===== src/rtl/systolic_pkg.sv =====
// Shared types and helpers for the systolic feeder: read FSM encoding and
// MSB-first lane extraction from a packed lane bus.
package systolic_pkg;

    typedef enum logic {R_IDLE, R_STREAM} feeder_state_t;

    localparam int LANE_MAX_W = 64;
    localparam int BUS_MAX_W  = 1024;

    // Lane idx of a bus with `lanes` lanes of `dw` bits; lane 0 sits at the MSB end.
    function automatic logic [LANE_MAX_W-1:0] lane_sel(input logic [BUS_MAX_W-1:0] bus,
                                                       input int idx, input int dw,
                                                       input int lanes);
        logic [LANE_MAX_W-1:0] mask;
        mask = (LANE_MAX_W'(1) << dw) - LANE_MAX_W'(1);
        return LANE_MAX_W'(bus >> (dw * (lanes - 1 - idx))) & mask;
    endfunction

endpackage


===== src/rtl/systolic_skew_feeder_skew_line.sv =====
// Per-lane delay line: `depth` register stages with synchronous clear.
// Depth 0 degenerates to a wire.
module skew_line #(
    parameter int data_size = 16,
    parameter int depth     = 0
) (
    input  logic                 clk,
    input  logic                 reset,
    input  logic [data_size-1:0] d,
    output logic [data_size-1:0] q
);

    if (depth == 0) begin : g_wire
        logic unused_clk_rst;
        assign unused_clk_rst = clk ^ reset;
        assign q = d;
    end else begin : g_sr
        logic [data_size-1:0] sr [depth];

        always_ff @(posedge clk) begin
            if (reset) begin
                for (int k = 0; k < depth; k++) sr[k] <= '0;
            end else begin
                sr[0] <= d;
                for (int k = 1; k < depth; k++) sr[k] <= sr[k-1];
            end
        end

        assign q = sr[depth-1];
    end

endmodule


===== src/rtl/systolic_skew_feeder.sv =====
// Ping-pong tile buffer feeding a systolic array: collects `size` beats per
// tile, then streams each tile gap-free with lane i delayed by i cycles.
module systolic_skew_feeder
    import systolic_pkg::*;
#(
    parameter int size      = 3,
    parameter int data_size = 16
) (
    input  logic                      clk,
    input  logic                      reset,
    input  logic [data_size*size-1:0] in_a,
    input  logic [data_size*size-1:0] in_b,
    input  logic                      in_valid,
    output logic                      in_ready,
    output logic [data_size*size-1:0] a_out,
    output logic [data_size*size-1:0] b_out,
    output logic                      reset_counter,
    output logic                      out_valid
);

    localparam int W  = data_size * size;
    localparam int CW = (size > 1) ? $clog2(size) : 1;
    localparam logic [CW-1:0] LAST = CW'(size - 1);

    logic [W-1:0]  bank_a [2][size];
    logic [W-1:0]  bank_b [2][size];
    logic [1:0]    full;
    logic [1:0]    full_set, full_clr;
    logic          wr_bank, rd_bank;
    logic [CW-1:0] wr_cnt, rd_cnt;
    feeder_state_t state;
    logic [W-1:0]  lane0_a, lane0_b;
    logic          xfer, wr_done, rd_active, rd_done;

    assign in_ready = !reset && !full[wr_bank];
    assign xfer     = in_valid && in_ready;
    assign wr_done  = xfer && (wr_cnt == LAST);

    // A full bank is read in the very cycle it becomes visible, so idle costs no extra latency.
    assign rd_active = (state == R_STREAM) || ((state == R_IDLE) && full[rd_bank]);
    assign rd_done   = rd_active && (rd_cnt == LAST);

    assign full_set = {wr_done && wr_bank, wr_done && !wr_bank};
    assign full_clr = {rd_done && rd_bank, rd_done && !rd_bank};

    always_ff @(posedge clk) begin
        if (xfer) begin
            bank_a[wr_bank][wr_cnt] <= in_a;
            bank_b[wr_bank][wr_cnt] <= in_b;
        end
    end

    always_ff @(posedge clk) begin
        if (reset) begin
            wr_cnt  <= '0;
            wr_bank <= 1'b0;
        end else if (xfer) begin
            if (wr_cnt == LAST) begin
                wr_cnt  <= '0;
                wr_bank <= !wr_bank;
            end else begin
                wr_cnt <= wr_cnt + 1'b1;
            end
        end
    end

    // Write and read completions in one cycle always hit different banks.
    always_ff @(posedge clk) begin
        if (reset) full <= '0;
        else       full <= (full & ~full_clr) | full_set;
    end

    always_ff @(posedge clk) begin
        if (reset) begin
            state         <= R_IDLE;
            rd_bank       <= 1'b0;
            rd_cnt        <= '0;
            lane0_a       <= '0;
            lane0_b       <= '0;
            reset_counter <= 1'b0;
            out_valid     <= 1'b0;
        end else begin
            reset_counter <= rd_active && (rd_cnt == '0);
            out_valid     <= rd_active;
            if (rd_active) begin
                lane0_a <= bank_a[rd_bank][rd_cnt];
                lane0_b <= bank_b[rd_bank][rd_cnt];
                if (rd_done) begin
                    rd_cnt  <= '0;
                    rd_bank <= !rd_bank;
                    state   <= full[!rd_bank] ? R_STREAM : R_IDLE;
                end else begin
                    rd_cnt <= rd_cnt + 1'b1;
                    state  <= R_STREAM;
                end
            end else begin
                lane0_a <= '0;
                lane0_b <= '0;
                state   <= R_IDLE;
            end
        end
    end

    for (genvar j = 0; j < size; j++) begin : g_lane
        skew_line #(.data_size(data_size), .depth(j)) u_skew_a (
            .clk   (clk),
            .reset (reset),
            .d     (data_size'(lane_sel(BUS_MAX_W'(lane0_a), j, data_size, size))),
            .q     (a_out[data_size*(size-j)-1 -: data_size])
        );
        skew_line #(.data_size(data_size), .depth(j)) u_skew_b (
            .clk   (clk),
            .reset (reset),
            .d     (data_size'(lane_sel(BUS_MAX_W'(lane0_b), j, data_size, size))),
            .q     (b_out[data_size*(size-j)-1 -: data_size])
        );
    end

endmodule


===== config.mk =====
export PLATFORM = sky130hd
export DESIGN_NAME = systolic_skew_feeder
export DESIGN_NICKNAME = d
export VERILOG_FILES = /design/src/rtl/systolic_pkg.sv /design/src/rtl/systolic_skew_feeder_skew_line.sv /design/src/rtl/systolic_skew_feeder.sv
export SDC_FILE = /design/constraint.sdc
export NUM_CORES = 1
export LEC_CHECK = 0
export CORE_ASPECT_RATIO = 1.5
export CORE_MARGIN = 3
export CORE_UTILIZATION = 57
export DETAILED_ROUTE_END_ITERATION = 10
export GPL_TIMING_DRIVEN = 0
export PLACE_DENSITY = 0.78
export RECOVER_POWER = 25
export SKIP_CTS_REPAIR_TIMING = 1
export SLEW_MARGIN = 20
export SYNTH_ARGS = -nofsm -noshare
export SYNTH_HDL_FRONTEND = slang
export SYNTH_SLANG_ARGS = --single-unit

===== constraint.sdc =====
create_clock -name clk -period 17.05 [get_ports clk]
set_clock_uncertainty 0.05 [all_clocks]
set_input_delay 3.41 -clock clk [delete_from_list [all_inputs] [get_ports clk]]
set_output_delay 3.41 -clock clk [all_outputs]
set_load 0.03 [all_outputs]

-- Yosys cells after proc, flatten, opt, wreduce, memory -nomap -nowiden
Memories as Yosys holds them, arrays and structs flattened. A register that Yosys moved wholly into a read port is not among the register bits.
Cells that the tools add are included.
- register bits: 107
- memory bits (writable): 672
- input port bits: 99
- output and inout bits: 99
- word-level logic and storage cells: 94
- memories: 6
- memory list (memory ; words ; bits a word ; read ports ; clocked after Yosys merged registers in ; write ports ; line ; source):
    bank_a ; 2 ; 144 ; 1 ; 1 ; 1 ; systolic_skew_feeder.sv:25 ; logic [W-1:0] bank_a [2][size];
    bank_b ; 2 ; 144 ; 1 ; 1 ; 1 ; systolic_skew_feeder.sv:26 ; logic [W-1:0] bank_b [2][size];
    g_lane[2].u_skew_a.g_sr.sr ; 2 ; 16 ; 2 ; 0 ; 2 ; systolic_skew_feeder_skew_line.sv:18 ; logic [data_size-1:0] sr [depth];
    g_lane[2].u_skew_b.g_sr.sr ; 2 ; 16 ; 2 ; 0 ; 2 ; systolic_skew_feeder_skew_line.sv:18 ;
    g_lane[1].u_skew_a.g_sr.sr ; 1 ; 16 ; 1 ; 0 ; 1 ; systolic_skew_feeder_skew_line.sv:18 ;
    g_lane[1].u_skew_b.g_sr.sr ; 1 ; 16 ; 1 ; 0 ; 1 ; systolic_skew_feeder_skew_line.sv:18 ;
- add/sub/neg operators: 2
- $lt $le $gt $ge: 6
- equality and inequality tests: 2
- multiplexer cells: 35
- bitwise logic cells: 11
- reduce and logical (&&, ||, !) cells: 22
- operators with widths (kind ; number):
    2-to-1 mux 48 bit ; 5
    binary-select mux 48 bit (select 2 bit) ; 2
    2-to-1 mux 144 bit ; 1
    demux 48 bit (select 2 bit) ; 1
    2-to-1 mux 16 bit ; 6
    OR reduction 16 bit ; 2
    2-to-1 mux 1 bit ; 18
    logical AND 1 bit ; 11
    greater-or-equal comparator 3 bit (second input constant) ; 2
    < comparator 1 x 2 -> 1 bit (second input constant) ; 3
    inverter 2 -> 3 bit ; 2
    adder 2 x 1 -> 2 bit (second input constant) ; 2
    equality test 2 bit (second input constant) ; 2
    zero test 1 bit ; 4
    2-to-1 mux 2 bit ; 2
    bitwise OR 1 bit ; 4
    AND reduction 2 bit ; 2
    < comparator 3 x 1 -> 1 bit (second input constant) ; 1
    bitwise AND 2 bit ; 1
    zero test 2 bit ; 1
    inverter 1 bit ; 2
    inverter 2 bit ; 1
    bitwise OR 2 bit ; 1
    OR reduction 2 bit ; 1
    logical OR 1 bit ; 1

-- Longest topological paths before layout
- word-level depth: 9
- mapped depth: 6
- mapped depth without buffers: 3

-- By module
A second synthesis with hierarchy kept.
- cells, all modules: 1549
- area total of the unflattened synthesis: 28035.6 um2
- by module, submodules not included (module ; times used ; cells each ; area each (um2) ; seq. area each (um2)):
    systolic_skew_feeder ; 1 ; 1285 ; 24900.1 ; 19458.7
    skew_line (g_lane[2].u_skew_a ...) ; 2 ; 83 ; 983.4 ; 640.6
    skew_line (g_lane[1].u_skew_a ...) ; 2 ; 33 ; 464.2 ; 320.3
    skew_line (g_lane[0].u_skew_a ...) ; 2 ; 16 ; 120.1 ; 0.0

-- Least setup slack after synthesis
No wires, ideal clock.
- kind: input to register
- start point: input reset
- end point: memory bank_a[1][0] in the netlist's numbering, enable pin
- setup time: 786 ps
- data arrival time: 13141 ps
- data required time: 16214 ps
- setup slack: 3072 ps
- cell stages on the path: 4
- buffers on the path: 3
- cells stage by stage: buf_2 -> clkbuf_1 -> clkbuf_1 -> nor4_1
- longest elaborated chain between the ends: 5
- RTL lines (item ; line ; source):
    start, declared ; systolic_skew_feeder.sv:10 ; input logic reset,
    zero test 1 bit ; systolic_skew_feeder.sv:35 ; assign in_ready = !reset && !full[wr_bank];
    logical AND 1 bit ; systolic_skew_feeder.sv:35 ;
    logical AND 1 bit ; systolic_skew_feeder.sv:36 ; assign xfer = in_valid && in_ready;
    2-to-1 mux 1 bit ; systolic_skew_feeder.sv:47 ; if (xfer) begin
    2-to-1 mux 144 bit (not written as such) ; systolic_skew_feeder.sv:48 ; bank_a[wr_bank][wr_cnt] <= in_a;
    end, declared ; systolic_skew_feeder.sv:25 ;
Every way passes these cells.

-- Worst setup path after layout
- start point: input reset
- end point: output in_ready
- longest elaborated chain between the ends: 2
- RTL lines (item ; line ; source):
    zero test 1 bit ; systolic_skew_feeder.sv:35 ;
    logical AND 1 bit ; systolic_skew_feeder.sv:35 ;
    end, declared ; systolic_skew_feeder.sv:14 ; output logic in_ready,
Every way passes these cells.

==> impl_metrics.tcl <==
set metrics [dict create \
    grt_overflow 0 \
    yosysWarnings 0 \
    port_buffers 196 \
    cap_violations 0 \
    area_growth_pct 21.3 \
    r2r_end "bank_a[1][87]$_DFFE_PP_" \
    ys.flop_type "edfxtp_1" \
    worst_hold_slack_ns 0.384 \
    cts.clk_slew.worst_paths_ns 0.06 \
    wl_per_cell_um 22.8 \
    cts_tree "built" \
    finalSetupViolCount 0 \
    synth_edf_count 576 \
    min_path_type "reg -> reg" \
    crit_family "buffers and inverters" \
    drt-initial-drc-count 1218 \
    synth_area_sq_um 27800 \
    synth_mux_area_share_pct 11.9 \
    path_cells "buf_2 -> inv_1 -> and2_1 -> clkdlybuf4s50_1" \
    antenna_found_initial 19 \
    drt_wl_total_um 58400 \
    power_w 0.00382 \
    io_pins 198 \
    dr.pass1.iters 5 \
    synthDistinctLibCells 30 \
    root_buffer "clkbuf_16" \
    synth_nets 1619 \
    drc 0 \
    finalCritPeriodShare_pct 47.9 \
    synth_top_family_by_area "multiplexers" \
    rrSetupSlack_ns 13.93 \
    required_ns 13.59 \
    hp-start "lane0_b[9]$_SDFF_PP0_" \
    r2r_start "wr_bank$_SDFFE_PP0N_" \
    grt_pass1_wl_um 88900 \
    dpl-instance-area_sq_um 31300 \
    syn_area_per_cell_sq_um 18.3 \
    h-tree-depth 3 \
    synth_top_area_share_pct 62.3 \
    yosysSeqAreaShare_pct 77.0 \
    power.density_nw_per_um2 113 \
    slew_headroom_pct 33.5 \
    fmax_mhz 123 \
    routabilityCongestion 0.744 \
    cts_buffers 69 \
    start_kind "input pin" \
    synthAdderAreaFrac_pct 0 \
    p_leak_nw 11.3 \
    avgViaCountPerCell 5.52 \
    hold_viol_final 0 \
    path_buf_inv 3 \
    final_area_sq_um 33700 \
    status "finished clean" \
    slew_viol_final 0 \
    fin_ws_ns 8.89 \
    synth_compound_gate_area_share_pct 2.12 \
    ys_ff_latch 780 \
    synth.most_common_cell "edfxtp_1" \
    yosys.area_share.xor_xnor_pct 0 \
    arrival_ns 4.70 \
    start_util_pct 57.9 \
    fin_crit_ns 8.16 \
    cp_max_fo 8 \
    slowest_stage "clkdlybuf4s50_1" \
    hpwl_um 37700 \
    clock-sinks 780 \
    post-place-ws_ns 8.91 \
    vias 14200 \
    grt_max_degree 22 \
    drive_gt1_share_pct 22.2 \
    grt_usage_pct 23.2 \
    endpoint_kind "output pin" \
    synth_top_area_cell "edfxtp_1" \
    critPathKind "in -> out" \
    dieWidth_um 186 \
    worstMarginPinSlew_ns 0.998 \
    rows 98 \
    ys_async_sr_fraction_pct 0 \
    ys_top_cells_by_count "edfxtp_1 (576), dfxtp_1 (204), a21oi_1 (100), nor2b_1 (99)" \
    synth_cells 1520 \
    core_sq_um 47900 \
    holdPathStages 1 \
    synth-simple-area-share_pct 6.12 \
    dpl.cell_count 2429 \
    clock_latency_ns 0.58 \
    peakVddDrop_v 0.0000871 \
    grt_pass1_vias 15200 \
    cts.path.max_buffers 3 \
    rsz0062_at_grt "no" \
    crit_cells 4 \
    final_nets 1949 \
    final_cell_count_no_fill 2567 \
    cpPeakStageDelay_ns 0.69 \
    r2r_cells 7 \
    die_height_um 276 \
    antenna_left 0 \
    min_to "g_lane[2].u_skew_b.g_sr.sr[0][9]$_SDFF_PP0_" \
    synth.area.top_cells "edfxtp_1 (62%), dfxtp_1 (15%), mux4_2 (7.8%)" \
    die-area_sq_um 51400 \
]
## worst reg2reg max path, delay by kind of cell (launching register included)
| family | cells | cell delay [ns] |
|---|---|---|
| multiplexers | 1 | 0.38 |
| buffers and inverters | 4 | 1.04 |
| flip-flops | 1 | 0.31 |
| AND/OR/NAND/NOR | 2 | 1.03 |
## how the worst max path moves through the flow
stage	end	slack (ns)	from
detailed placement	in_ready	8.91	reset
floorplan	bank_a[1][0]$_DFFE_PP_	3.07	reset
global route	in_ready	8.87	reset
global placement	bank_b[1][45]$_DFFE_PP_	-5.35	reset
finish	in_ready	8.89	reset
CTS	in_ready	8.91	reset
## power breakdown
| group | switching, W | leakage [nW] | internal (W) |
|---|---|---|---|
| clock | 0.000654 | 1.13 | 0.000913 |
| sequential | 0.0000101 | 6.86 | 0.00208 |
| combinational | 0.0000925 | 3.28 | 0.0000731 |
| total | 0.000757 | 11.3 | 0.00306 |
## area by class of cell
class                   count  area [sq um]
flip-flops and latches    780         21400
fillers                  2964         14300
multi-input cells         624          5630
repair buffers            259          2720
clock buffers             108          2150
well taps                 650           813
plain buffers             111           769
clock inverters            17           165
diodes                     13          32.5
inverters                   5          18.8
## registers in the layout, summed over array words and instances, names as in the netlist, named ones only
name and flops:
state 1, lane0_b 48, g_lane.u_skew_a.g_sr.sr 48, out_valid 1, g_lane.u_skew_b.g_sr.sr 48, bank_a 288, reset_counter 1, wr_cnt 2
wr_bank 1, rd_cnt 2, lane0_a 48, bank_b 288, full 2, rd_bank 1
## through the flow
step	setup TNS [ns]	utilization (%)
floorplan	0	-
global placement	-1026.52	63.7
detailed placement	0	65.3
CTS	0	70.2
global route	0	70.2
finish	0	70.2
## cells in the final DEF, fill, tap and decap left out, types with 56 or more instances in the layout
cell and n:
mux2_2 79, clkdlybuf4s50_1 131, a21oi_1 100, nand2_1 98
nor2b_1 99, clkbuf_1 56, nand2b_1 98, buf_4 57
edfxtp_1 576, mux4_2 96, clkbuf_16 76, dfxtp_1 204
dlygate4sd3_1 65
## per-layer routing
layer	wire (um)	share of wire [%]	track usage [%]
met1	21500	37	28.2
met2	31500	54	40.8
met3	3390	5.8	4.47
met4	1910	3.3	9.06
met5	62	0.11	0
## kinds of logic after synthesis
family,count (synthesis)
DFF,780
muxes,197
AOI/OAI and AO/OA,112
buffers and inverters,116
and+or+nand+nor,315
No activity file was read; power rests on OpenSTA's default activity.
